===== src/rtl/playback_ctrl_pkg.sv =====
// Shared types and constants for the playback sequencer.
package playback_ctrl_pkg;

    typedef enum logic {
        ST_FETCH = 1'b0,
        ST_PLAY  = 1'b1
    } state_t;

    localparam int unsigned MODE_W = 2;
    localparam logic [MODE_W-1:0] MODE_STOP     = 2'd0;
    localparam logic [MODE_W-1:0] MODE_REPEAT   = 2'd1;
    localparam logic [MODE_W-1:0] MODE_ADVANCE  = 2'd2;
    localparam logic [MODE_W-1:0] MODE_ADV_STOP = 2'd3;

    localparam int unsigned STEP_W = 3;
    localparam logic [STEP_W-1:0] STEP_NORMAL = 3'd1;
    localparam logic [STEP_W-1:0] STEP_FF     = 3'd4;

endpackage


===== src/rtl/playback_ctrl_beat_timer.sv =====
// Beat divider: counts clk cycles by a variable step and pulses beat on wrap.
module beat_timer
    import playback_ctrl_pkg::*;
#(
    parameter int unsigned BEAT_COUNT = 1250000
) (
    input  logic              clk,
    input  logic              reset,
    input  logic              enable,
    input  logic [STEP_W-1:0] step,
    input  logic              clear,
    output logic              beat,
    output logic              wrap_c,
    output logic              active_c
);

    localparam int unsigned CNT_W = (BEAT_COUNT > 1) ? $clog2(BEAT_COUNT) : 1;

    logic [CNT_W-1:0] count;
    logic [31:0]      sum;

    // Wide sum so a fast-forward step past the terminal count still wraps cleanly.
    assign sum      = 32'(count) + 32'(step);
    assign wrap_c   = (sum >= 32'(BEAT_COUNT));
    assign active_c = (count != '0);

    always_ff @(posedge clk or negedge reset) begin
        if (!reset) begin
            count <= '0;
            beat  <= 1'b0;
        end else if (clear) begin
            count <= '0;
            beat  <= 1'b0;
        end else if (enable) begin
            count <= wrap_c ? '0 : CNT_W'(sum);
            beat  <= wrap_c;
        end else begin
            beat  <= 1'b0;
        end
    end

endmodule


===== src/rtl/playback_ctrl.sv =====
// Song/note playback sequencer with pause, next/prev and end-of-song policy.
// Optional fast-forward input ff is built when PLAYBACK_CTRL_FF_EN is defined.
module playback_ctrl
    import playback_ctrl_pkg::*;
#(
    parameter int unsigned NUM_SONGS   = 4,
    parameter int unsigned NOTE_ADDR_W = 5,
    parameter int unsigned BEAT_COUNT  = 1250000,
    parameter int unsigned DUR_W       = 6,
    localparam int unsigned SONG_W     = (NUM_SONGS > 1) ? $clog2(NUM_SONGS) : 1
) (
    input  logic                   clk,
    input  logic                   reset,
    input  logic                   play_button,
    input  logic                   next_button,
    input  logic                   prev_button,
    input  logic [MODE_W-1:0]      mode,
    input  logic [DUR_W-1:0]       note_duration,
    input  logic                   note_last,
`ifdef PLAYBACK_CTRL_FF_EN
    input  logic                   ff,
`endif
    output logic [SONG_W-1:0]      song,
    output logic [NOTE_ADDR_W-1:0] note_addr,
    output logic                   playing,
    output logic                   note_valid,
    output logic                   beat,
    output logic                   song_done
);

    state_t                 state, state_nxt;
    logic                   playing_nxt;
    logic [SONG_W-1:0]      song_nxt;
    logic [NOTE_ADDR_W-1:0] addr_nxt;
    logic [DUR_W-1:0]       dur_q, dur_q_nxt;
    logic                   last_q, last_nxt;
    logic [DUR_W-1:0]       dur_cnt, dur_cnt_nxt;
    logic                   song_done_nxt;
    logic                   note_valid_nxt;

    logic                   timer_en, timer_clr;
    logic [STEP_W-1:0]      step;
    logic                   wrap_c, active_c;

    logic                   btn_next, btn_prev, btn_play, run;
    logic                   play_go, fetch_go, last_beat, note_end, restart;
    logic [DUR_W-1:0]       dur_eff;
    logic [SONG_W-1:0]      song_inc, song_dec;
    logic                   song_at_last;

`ifdef PLAYBACK_CTRL_FF_EN
    assign step = ff ? STEP_FF : STEP_NORMAL;
`else
    assign step = STEP_NORMAL;
`endif

    // Button priority next > prev > play; any accepted button replaces advancement.
    assign btn_next = next_button;
    assign btn_prev = prev_button & ~next_button;
    assign btn_play = play_button & ~next_button & ~prev_button;
    assign run      = playing & ~btn_next & ~btn_prev & ~btn_play;
    assign fetch_go = run & (state == ST_FETCH);
    assign play_go  = run & (state == ST_PLAY);

    assign dur_eff   = (dur_q == '0) ? DUR_W'(1) : dur_q;
    assign last_beat = (dur_cnt == (dur_eff - DUR_W'(1)));
    assign note_end  = play_go & wrap_c & last_beat;
    assign restart   = (note_addr != '0) | active_c | (dur_cnt != '0);

    assign song_at_last = (song == SONG_W'(NUM_SONGS - 1));
    assign song_inc     = song_at_last ? '0 : song + SONG_W'(1);
    assign song_dec     = (song == '0) ? SONG_W'(NUM_SONGS - 1) : song - SONG_W'(1);

    // State register
    always_ff @(posedge clk or negedge reset) begin
        if (!reset) begin
            state      <= ST_FETCH;
            playing    <= 1'b0;
            song       <= '0;
            note_addr  <= '0;
            dur_q      <= '0;
            last_q     <= 1'b0;
            dur_cnt    <= '0;
            song_done  <= 1'b0;
            note_valid <= 1'b0;
        end else begin
            state      <= state_nxt;
            playing    <= playing_nxt;
            song       <= song_nxt;
            note_addr  <= addr_nxt;
            dur_q      <= dur_q_nxt;
            last_q     <= last_nxt;
            dur_cnt    <= dur_cnt_nxt;
            song_done  <= song_done_nxt;
            note_valid <= note_valid_nxt;
        end
    end

    // Next-state logic
    always_comb begin
        state_nxt   = state;
        playing_nxt = playing;
        song_nxt    = song;
        addr_nxt    = note_addr;
        dur_q_nxt   = dur_q;
        last_nxt    = last_q;
        dur_cnt_nxt = dur_cnt;

        if (btn_next) begin
            song_nxt    = song_inc;
            addr_nxt    = '0;
            state_nxt   = ST_FETCH;
            playing_nxt = 1'b0;
            dur_cnt_nxt = '0;
        end else if (btn_prev) begin
            if (!restart) begin
                song_nxt = song_dec;
            end
            addr_nxt    = '0;
            state_nxt   = ST_FETCH;
            playing_nxt = 1'b0;
            dur_cnt_nxt = '0;
        end else if (btn_play) begin
            playing_nxt = ~playing;
        end else if (playing) begin
            if (state == ST_FETCH) begin
                dur_q_nxt   = note_duration;
                last_nxt    = note_last;
                dur_cnt_nxt = '0;
                state_nxt   = ST_PLAY;
            end else if (wrap_c) begin
                if (last_beat) begin
                    state_nxt   = ST_FETCH;
                    dur_cnt_nxt = '0;
                    if (!last_q) begin
                        addr_nxt = note_addr + NOTE_ADDR_W'(1);
                    end else begin
                        addr_nxt = '0;
                        case (mode)
                            MODE_STOP:    playing_nxt = 1'b0;
                            MODE_REPEAT:  song_nxt = song;
                            MODE_ADVANCE: song_nxt = song_inc;
                            default: begin
                                song_nxt = song_inc;
                                if (song_at_last) begin
                                    playing_nxt = 1'b0;
                                end
                            end
                        endcase
                    end
                end else begin
                    dur_cnt_nxt = dur_cnt + DUR_W'(1);
                end
            end
        end
    end

    // Output and timer-control logic
    always_comb begin
        song_done_nxt  = 1'b0;
        note_valid_nxt = 1'b0;
        timer_en       = 1'b0;
        timer_clr      = 1'b0;

        song_done_nxt  = note_end & last_q;
        note_valid_nxt = playing_nxt & (state_nxt == ST_PLAY);
        timer_en       = play_go;
        timer_clr      = fetch_go | btn_next | btn_prev;
    end

    beat_timer #(
        .BEAT_COUNT(BEAT_COUNT)
    ) u_beat_timer (
        .clk      (clk),
        .reset    (reset),
        .enable   (timer_en),
        .step     (step),
        .clear    (timer_clr),
        .beat     (beat),
        .wrap_c   (wrap_c),
        .active_c (active_c)
    );

endmodule

===== config.mk =====
export PLATFORM = sky130hd
export DESIGN_NAME = playback_ctrl
export DESIGN_NICKNAME = d
export VERILOG_FILES = /design/src/rtl/playback_ctrl_pkg.sv /design/src/rtl/playback_ctrl_beat_timer.sv /design/src/rtl/playback_ctrl.sv
export SDC_FILE = /design/constraint.sdc
export NUM_CORES = 1
export LEC_CHECK = 0
export CORE_ASPECT_RATIO = 1.2
export CORE_MARGIN = 1
export CORE_UTILIZATION = 34
export DETAILED_ROUTE_END_ITERATION = 6
export HOLD_SLACK_MARGIN = 0.06
export PLACE_DENSITY = 0.57
export RECOVER_POWER = 100
export SYNTH_ARGS = -nofsm -noshare
export SYNTH_HDL_FRONTEND = slang
export SYNTH_SLANG_ARGS = --single-unit

===== constraint.sdc =====
create_clock -name clk -period 3.7 [get_ports clk]
set_input_delay 0.74 -clock clk [delete_from_list [all_inputs] [get_ports clk]]
set_output_delay 0.74 -clock clk [all_outputs]
set_load 0.05 [all_outputs]

# == Yosys cells after proc, flatten, opt, wreduce, memory -nomap -nowiden ==
# Index checks and enable logic that the tools add are counted.
# word_totals
reg_bits,46
out_inout_bits,11
# op_classes
n_addsub,6
n_lt_le_gt_ge,1
eq_ne,8
n_mux,50
n_bitwise,22
reduce_logical,18
# ops
operator,count
two-way mux 21 bit,3
two-way mux 6 bit,8
two-way mux 5 bit,8
">= comparator 32 x 21 -> 1 bit, second input constant",1
two-way mux 2 bit,12
"adder 21 x 1 -> 22 bit, second input constant",1
nonzero test 21 bit,1
two-way mux 1 bit,18
nonzero test 3 bit,5
AND 1 bit,12
AND reduction 5 bit,2
AND reduction 8 bit,1
"adder 6 x 1 -> 6 bit, second input constant",1
equality test 6 bit,1
zero test 6 bit,1
"!= test 3 bit, second input constant",2
NOT 1 bit,6
nonzero test 6 bit,1
"subtractor 6 x 1 -> 6 bit, second input constant",1
"adder 5 x 1 -> 5 bit, second input constant",1
nonzero test 5 bit,1
"equality test 2 bit, second input constant",2
zero test 2 bit,2
"!= test 4 x 2 -> 1 bit, second input constant",1
other kinds (9),13

# == Logic depth before layout (Yosys ltp) ==
# depth
ltp_word,12
mapped_depth,13
mapped_depth_nobuf,12

# == Cells and area by module ==
# From an unflattened synthesis, not the netlist that was laid out.
# unflattened
hier_cells,384
hier_area_um2,3364.5
# by_module_without_submodules
mod,instances,cells_each,area_per_inst_um2,seq_area_each_um2
beat_timer,1,232,1874.3,550.5
playback_ctrl,1,152,1490.2,600.6

# == Worst setup path before layout ==
# No wires, ideal clock.
# synth_path
kind,reg-to-reg
from,register dur_q[2]
to,register song[1]
arrival_time_ps,3034
path_slack_ps,541
stages_incl_launch_ff,14
period_less_slack_ps,3159
path_cell_list,dfrtp_1 clkbuf_1 or4_1 nor2_1 nor2_1 ha_1 nor3_1 a21oi_1 a311oi_1 and3_1 nand2_1 a211oi_4 a21oi_2 mux2_4
# synth_between
elab_chain_cells,6
# synth_lines
element,line_no,source
"start, declared",playback_ctrl.sv:35,"logic [DUR_W-1:0] dur_q, dur_q_nxt;"
"start signal, assigned",playback_ctrl.sv:91,dur_q <= dur_q_nxt;
zero test 6 bit,playback_ctrl.sv:65,assign dur_eff = (dur_q == '0) ? DUR_W'(1) : dur_q;
two-way mux 6 bit (*),playback_ctrl.sv:65,
subtractor 6 x 1 -> 6 bit (*),playback_ctrl.sv:66,assign last_beat = (dur_cnt == (dur_eff - DUR_W'(1)));
equality test 6 bit (*),playback_ctrl.sv:66,
nonzero test 3 bit (no line) (*),--,
AND reduction 8 bit (no line) (*),--,
"end signal, assigned",playback_ctrl.sv:89,song <= song_nxt;
"end, declared",playback_ctrl.sv:23,"output logic [SONG_W-1:0] song,"
# Every way passes the cells marked *; elsewhere a longest branch is shown, timed or not.
# A chain may end at the register's enable or synchronous reset.

# == Worst setup path in the final report ==
# layout_path
from,register dur_q[2]
to,register note_addr[2]
# layout_between
elab_chain_cells,6
# layout_lines
element,line_no,source
zero test 6 bit,playback_ctrl.sv:65,
two-way mux 6 bit (*),playback_ctrl.sv:65,
subtractor 6 x 1 -> 6 bit (*),playback_ctrl.sv:66,
equality test 6 bit (*),playback_ctrl.sv:66,
nonzero test 3 bit (no line) (*),--,
AND reduction 5 bit (no line) (*),--,
"end signal, assigned",playback_ctrl.sv:90,note_addr <= addr_nxt;
"end, declared",playback_ctrl.sv:24,"output logic [NOTE_ADDR_W-1:0] note_addr,"
# Marked as above.

==> summary.md <==
| Metric | Value |
|---|---|
| CORE AREA | `9220 um2` |
| Clock Sinks | `46` |
| DR DRC count | `0` |
| DRT iter0 DRCs | `137` |
| Die W | `91.8 um` |
| Vias | `2834` |
| Mapped cell area | `3290 um2` |
| Ant. Diodes | `0` |
| Post-CTS sizing | `0` |
| Max clock buf depth | `2` |
| Syn Area/Cell | `8.87 um2` |
| Port Buffers | `24` |
| RSZ-0062 raised after global routing | `no` |
| Layout cells sized above 1 | `0.101` |
| Vias in the first global route | `2735` |
| Worst Path Arrival | `3.65 ns` |
| Max Cap Viol | `1` |
| Highest clock rate | `293 MHz` |
| Final max-slew violation count | `47` |
| Commonest non-fill, non-tap cell in the layout | `dfrtp_1` |
| Tot Pwr | `1.14 mW` |
| Die area | `10100 um2` |
| Area of the multi-input gates | `1870 um2` |
| Final ANT Viol Nets | `0` |
| PwrDens | `316 nW/um2` |
| CP Max Fanout | `9` |
| Initial antenna violation count | `0` |
| Post-synth EDFFs | `0` |
| I/O pins | `25` |
| Final setup violation count | `0` |
| Hold Vio Cnt, Final | `0` |
| Final WS setup | `0.285 ns` |
| Synthesized flop and latch total | `46` |
| Grt ovf | `0` |
| Ys async rst share | `1.00` |
| Least-Margin Pin Slew | `2.57 ns` |
| CP required | `3.94 ns` |
| Fillers | `940` |
| Failing checks | `max-capacitance violations, max-slew violations` |
| Gr busiest metal | `met2` |
| Initial core utilization | `0.357` |
| Crit path launch type | `flop` |
| Drt total wl | `8020 um` |
| HPWL after detailed placement | `5760 um` |
| Hold Crit Start | `song[0]$_DFFE_PN0P_` |
| P&R area growth vs syn | `9.58%` |
| Clk_lat worst skew | `0.30 ns` |
| Status | `complete, but fails checks` |
| Cell Rows | `38` |
| Post-route insts no fill | `506` |
| Crit share post-route | `0.923` |
| Register area | `1150 um2` |
| Crit path launch | `dur_q[2]$_DFFE_PN0P_` |
| Pleak | `1.48 nW` |
| Cts bufs inserted | `5` |
| RR Startpoint | `dur_q[2]$_DFFE_PN0P_` |
| CTS H-tree lvls | `2` |
| Routed WL per cell | `15.9 um` |
| Setup TNS | `0 ns` |
| Seq/Total Area, Yosys | `0.350` |
| Worst slew margin | `-0.715` |
| Placement Setup Slack | `0.197 ns` |
| GPL Wtd Cong | `0.869` |
| Setup Skew | `0.00675 ns` |
| Final layout net count | `410` |
| GRT Util Overall | `0.172` |
| Synth cell types | `73` |
| Top FF cell, synth | `dfrtp_1` |
| Grt met2 use | `0.311` |
| IR drop worst, VDD | `206 uV` |
| Global-route wire length before repair | `13800 um` |
| Post-synthesis net count | `396` |
| Clk root buf | `clkbuf_8` |
| Endpoint type of the worst setup path | `flop` |
| # placed instances | `496` |
| Post-Syn Instances | `371` |
| Minimum clock period | `3.41 ns` |
| Clock-pin transition on the worst setup and hold timing paths | `0.09 ns` |
| GR Util met1 | `0.211` |
| Die H | `110 um` |
| Worst min-delay path category | `reg2reg` |
| TritonCTS clock tree | `done` |
| Synth area leaders | `dfrtp_1 35%, nand2_1 4.6%, o21ai_0 4.3%` |
| Post-synth top area share | `0.350` |
| DRT Pass-1 Iters | `4` |
| Largest area contributor in the netlist | `dfrtp_1` |
| Cts hold-fix bufs | `0` |
| Setup CP Type | `reg2reg` |
| Largest net degree at the start of global routing | `47` |
| Syn. warnings | `0` |
| Most frequent cells in the layout | `46 x dfrtp_1, 40 x nand2_1, 29 x o21ai_0` |
| Via/cell ratio | `5.60` |
| Grt met3 use | `0.0284` |
-- power breakdown --
group          internal (mW)  switching (mW)  leakage (nW)  total, mW
clock                  0.151           0.182        0.0482      0.333
combinational          0.107           0.129         0.805      0.236
sequential             0.531          0.0407         0.628      0.572
total                  0.789           0.351          1.48       1.14
-- metal layers --
metal	wire [um]	vias to the layer above
met1	3530	1365
met2	4130	56
met5	0	-
met4	116	0
met3	241	12
li1	-	1401
-- state kept, by name, indices dropped and copies added (netlist names) --
name and flops:
playing 1, dur_q 6, u_beat_timer.beat 1, song_done 1
u_beat_timer.count 21, last_q 1, note_valid 1, song 2
note_addr 5, dur_cnt 6, state 1
-- final timing paths --
path                                                      to  slack (ns)  depth (start not counted)
setup / recovery                    note_addr[2]$_DFFE_PN0P_        0.29                         13
hold / removal                           song[0]$_DFFE_PN0P_        0.52                          1
setup reg to reg                    note_addr[2]$_DFFE_PN0P_        0.29                         13
hold reg to reg                          song[0]$_DFFE_PN0P_        0.52                          1
max in group asynchronous                  playing$_DFF_PN0_        1.01                          1
min in group asynchronous  u_beat_timer.count[6]$_DFFE_PN0P_        1.23                          1
-- critical path: stages, from the launching register on --
cell and delay (ns):
dfrtp_1 0.49, or4_1 0.60, nor2_1 0.16, nor2_1 0.06, ha_1 0.24, nor3_1 0.21, a21oi_1 0.06, a311oi_1 0.27
and3_1 0.29, nand2_1 0.17, a211oi_4 0.28, buf_4 0.17, nor4bb_1 0.22, o21a_1 0.14
-- logic make-up (layout without fill, tap and decap cells) --
kind of cell	Yosys count	after routing	synth area share
XOR/XNOR	10	10	0.0266
multiplexers	10	10	0.0346
flip-flops	46	46	0.350
buffers and inverters	41	56	0.0779
AND/OR/NAND/NOR	157	157	0.266
adder cells (fa/ha/maj)	11	11	0.0418
AO/OA/AOI/OAI	96	96	0.203
-- cells in the mapped netlist (3+ instances only) --
master / number
xnor2_1: 6
xor2_1: 4
mux2_2: 7
a31oi_1: 4
o31ai_1: 6
nor2_1: 20
a21oi_1: 12
nand3_1: 14
ha_1: 11
nand2_1: 40
and2_1: 3
a21o_1: 8
or3_2: 3
buf_6: 5
nor4_1: 5
buf_2: 3
o21ai_0: 28
inv_1: 17
or3_1: 4
clkbuf_1: 8
o22ai_1: 4
and3_1: 6
nor4b_1: 4
clkbuf_8: 5
nand4_1: 10
nand3b_1: 3
o21bai_1: 4
dfrtp_1: 46
nand2b_1: 8
a221oi_1: 3
nor3_1: 16
-- cell type report --
| class | count | area share |
|---|---|---|
| multi-input cells | 284 | 0.518 |
| flip-flops and latches | 46 | 0.319 |
| repair buffers | 31 | 0.0784 |
| well taps | 120 | 0.0416 |
| clock buffers | 7 | 0.0239 |
| inverters | 17 | 0.0177 |
| clock inverters | 1 | 0.00139 |
-- stage by stage --
stage,instance area [um2],hold WS (ns),util
CTS,3610,0.537,0.392
global route,3610,0.541,0.391
finish,3610,0.522,0.391
detailed placement,3520,0.521,0.382
global placement,3520,0.516,0.382
floorplan,3290,0.444,-
-- timing repair --
action / CTS / global route
hold endpoints to repair: 0 / 0
endpoints found under the setup margin: 0 / 1
setup buffers: 0 / 2
Power figures use the tool's default switching activity.
==> RTL change: new RTL, config.mk and constraints unchanged <==
Put one more register stage on the output `song_done`, cleared by the reset. The value now appears one clock later. The other outputs are not delayed to match.
--- a/src/rtl/playback_ctrl.sv
+++ b/src/rtl/playback_ctrl.sv
@@ -27,6 +27,8 @@
     output logic                   beat,
     output logic                   song_done
 );
+
+    logic song_done_s0;
 
     state_t                 state, state_nxt;
     logic                   playing_nxt;
@@ -81,7 +83,7 @@
             dur_q      <= '0;
             last_q     <= 1'b0;
             dur_cnt    <= '0;
-            song_done  <= 1'b0;
+            song_done_s0 <= 1'b0;
             note_valid <= 1'b0;
         end else begin
             state      <= state_nxt;
@@ -91,7 +93,7 @@
             dur_q      <= dur_q_nxt;
             last_q     <= last_nxt;
             dur_cnt    <= dur_cnt_nxt;
-            song_done  <= song_done_nxt;
+            song_done_s0 <= song_done_nxt;
             note_valid <= note_valid_nxt;
         end
     end
@@ -181,4 +183,12 @@
         .active_c (active_c)
     );
 
+    always_ff @(posedge clk or negedge reset) begin
+        if (!reset) begin
+            song_done <= '0;
+        end else begin
+            song_done <= song_done_s0;
+        end
+    end
+
 endmodule
Formal check against the unedited RTL: same outputs for any inputs over 4 cycles, from zero or initial values and one cycle with reset low; that may be too few to reach the edited logic, so the function may still have changed.
==> RTL change against the original RTL <==
The run still ends with capacitance limit, slew limit left. Total power shrank 0.19%. Synthesized cell count grew 0.54%. Synthesized area shrank 1.7%. Setup slack lost 0.019 ns. Sequential share of layout area grew 0.21 points. Die area shrank 1.7%. Sequential cell count grew 1. Final cell count grew 0.40%. Count of clock-buffer cells in the layout shrank 2. Wire length shrank 0.60%. Design area grew 1.5%. Largest power group unchanged.
==> RTL change: results (changes against the original RTL) <==
Job
  – Max-cap violations: 1 (unchanged)

Synth
  – Syn_nets: 398 (+0.51%)
  – Ranking of synthesized cells by area: dfrtp_1, ha_1, o21ai_0, nand2_1, nand3_1
  – Synth unique cells: 59 (-19%)

Worst hold path
  – Hold_sp: song_done_s0
  – Hold Path End: song_done
  – Hold depth: 0 (-1)

Setup path
  – R2r setup slk: 0.27 ns (-0.02 ns)
  – Data arrival time of the worst path: 3.67 ns (+0.02 ns)
  – Crit-path max FO: 11 (+2)
  – Worst path max stage delay: 0.64 ns (+0.04 ns)
  – Reg-to-reg endpoint: note_addr[4]
  – Reg2reg start: u_beat_timer.count[6]

Layout
  – Filler cells: 949 (+0.96%)
  – Nets: 412 (+0.49%)

Timing
  – Pins Over Slew Limit: 48 (+2.1%)
  – Slew @ Worst Pin: 2.586 ns (+0.01331 ns)
  – Worst Clk Skew: 0.01430 ns (+0.007550 ns)

Placement
  – DP HPWL: 5655 um (-1.8%)
  – Cell Area, Placed: 0.003575 mm2 (+1.5%)

Global routing
  – First-pass GRT wire length: 13430 um (-2.7%)
  – Largest net degree at the start of global routing: 48 (+2.1%)
  – All-Layer GR Usage: 16.83% (-0.38 points)
  – Vias in the first global route: 2744 (+0.33%)

Outcome
  – Failing checks: capacitance limit, slew limit
  – Outcome: finished, violations left

Drt
  – Wire per inst: 15.70 um (-0.99%)
  – Via density: 5.681 (+1.4%)

Power and ir drop
  – VDD IR-drop max: 167.4 uV (-19%)
==> RTL change: changes by cell type in the layout (fill, tap and decap cells not counted), moves of 5 or more <==
| cell | unedited run | this run |
|---|---|---|
| nand3_1 | 14 | 21 |
| o311ai_0 | 1 | 6 |
| inv_1 | 17 | 22 |
| or3_1 | 4 | 12 |
| nor3_1 | 16 | 8 |
| nand2_1 | 40 | 30 |
| a21oi_1 | 13 | 19 |
| nor4_1 | 5 | 11 |
| or4_1 | 2 | 8 |
==> RTL change: worst reg2reg max path, delay by kind of cell (launching register included) <==
family | cells | cell delay, ns
and+or+nand+nor | 4 | 1.79
DFF | 1 | 0.57
AOI/OAI and AO/OA | 4 | 1.00
==> RTL change: where the power goes <==
part,switching (W),internal [W],leakage (nW)
sequential,0.0000432,0.000543,0.642
clock,0.000185,0.000132,0.0402
combinational,0.000130,0.000106,0.740
total,0.000358,0.000780,1.42
==> RTL change: cell families after synthesis <==
kind of cell / Yosys count / share of synthesized area (%)
compound gates: 88 / 18.41
xor+xnor: 11 / 2.979
fa+ha+maj: 11 / 4.255
buf+inv: 47 / 5.957
flops: 47 / 36.36
mux: 13 / 4.333
simple gates: 156 / 27.70
==> RTL change: metal layers <==
layer | track usage (%) | share of wire (%)
met1 | 20.33 | 43
met2 | 29.87 | 51
met3 | 2.999 | 4.3
met4 | 6.576 | 1.8
met5 | 0 | 0
==> RTL change: final cells by class <==
type                    instances  area share, %
multi-input cells             279          51.26
well taps                     120          4.101
repair buffers                 32          7.826
clock buffers                   5          1.880
clock inverters                 3         0.5468
inverters                      22          2.256
flip-flops and latches         47          32.13
==> RTL change: how the worst max path moves through the flow <==
stage / startpoint / to / slack (ns) / cells after the start
6_report: u_beat_timer.count[6] / note_addr[4] / 0.27 / 8
5_1_grt: u_beat_timer.count[10] / note_addr[4] / 0.03 / 8
4_1_cts: u_beat_timer.count[2] / u_beat_timer.count[9] / 0.16 / 8
3_5_place_dp: u_beat_timer.count[2] / u_beat_timer.count[9] / 0.21 / 8
3_3_place_gp: u_beat_timer.count[2] / u_beat_timer.count[9] / 0.26 / 8
2_1_floorplan: dur_q[2] / note_addr[2] / 0.49 / 12
==> RTL change: per-stage QoR <==
step	power, W	hold slack [ns]	cells	utilization (%)
after floorplan	0.0007542	0.3312	373	-
after global placement	0.0008378	0.3386	500	39.16
after detailed placement	0.0008449	0.3570	500	39.16
after CTS	0.001169	0.3831	508	40.13
after global routing	0.001202	0.3867	508	40.10
final	0.001139	0.3808	508	40.10
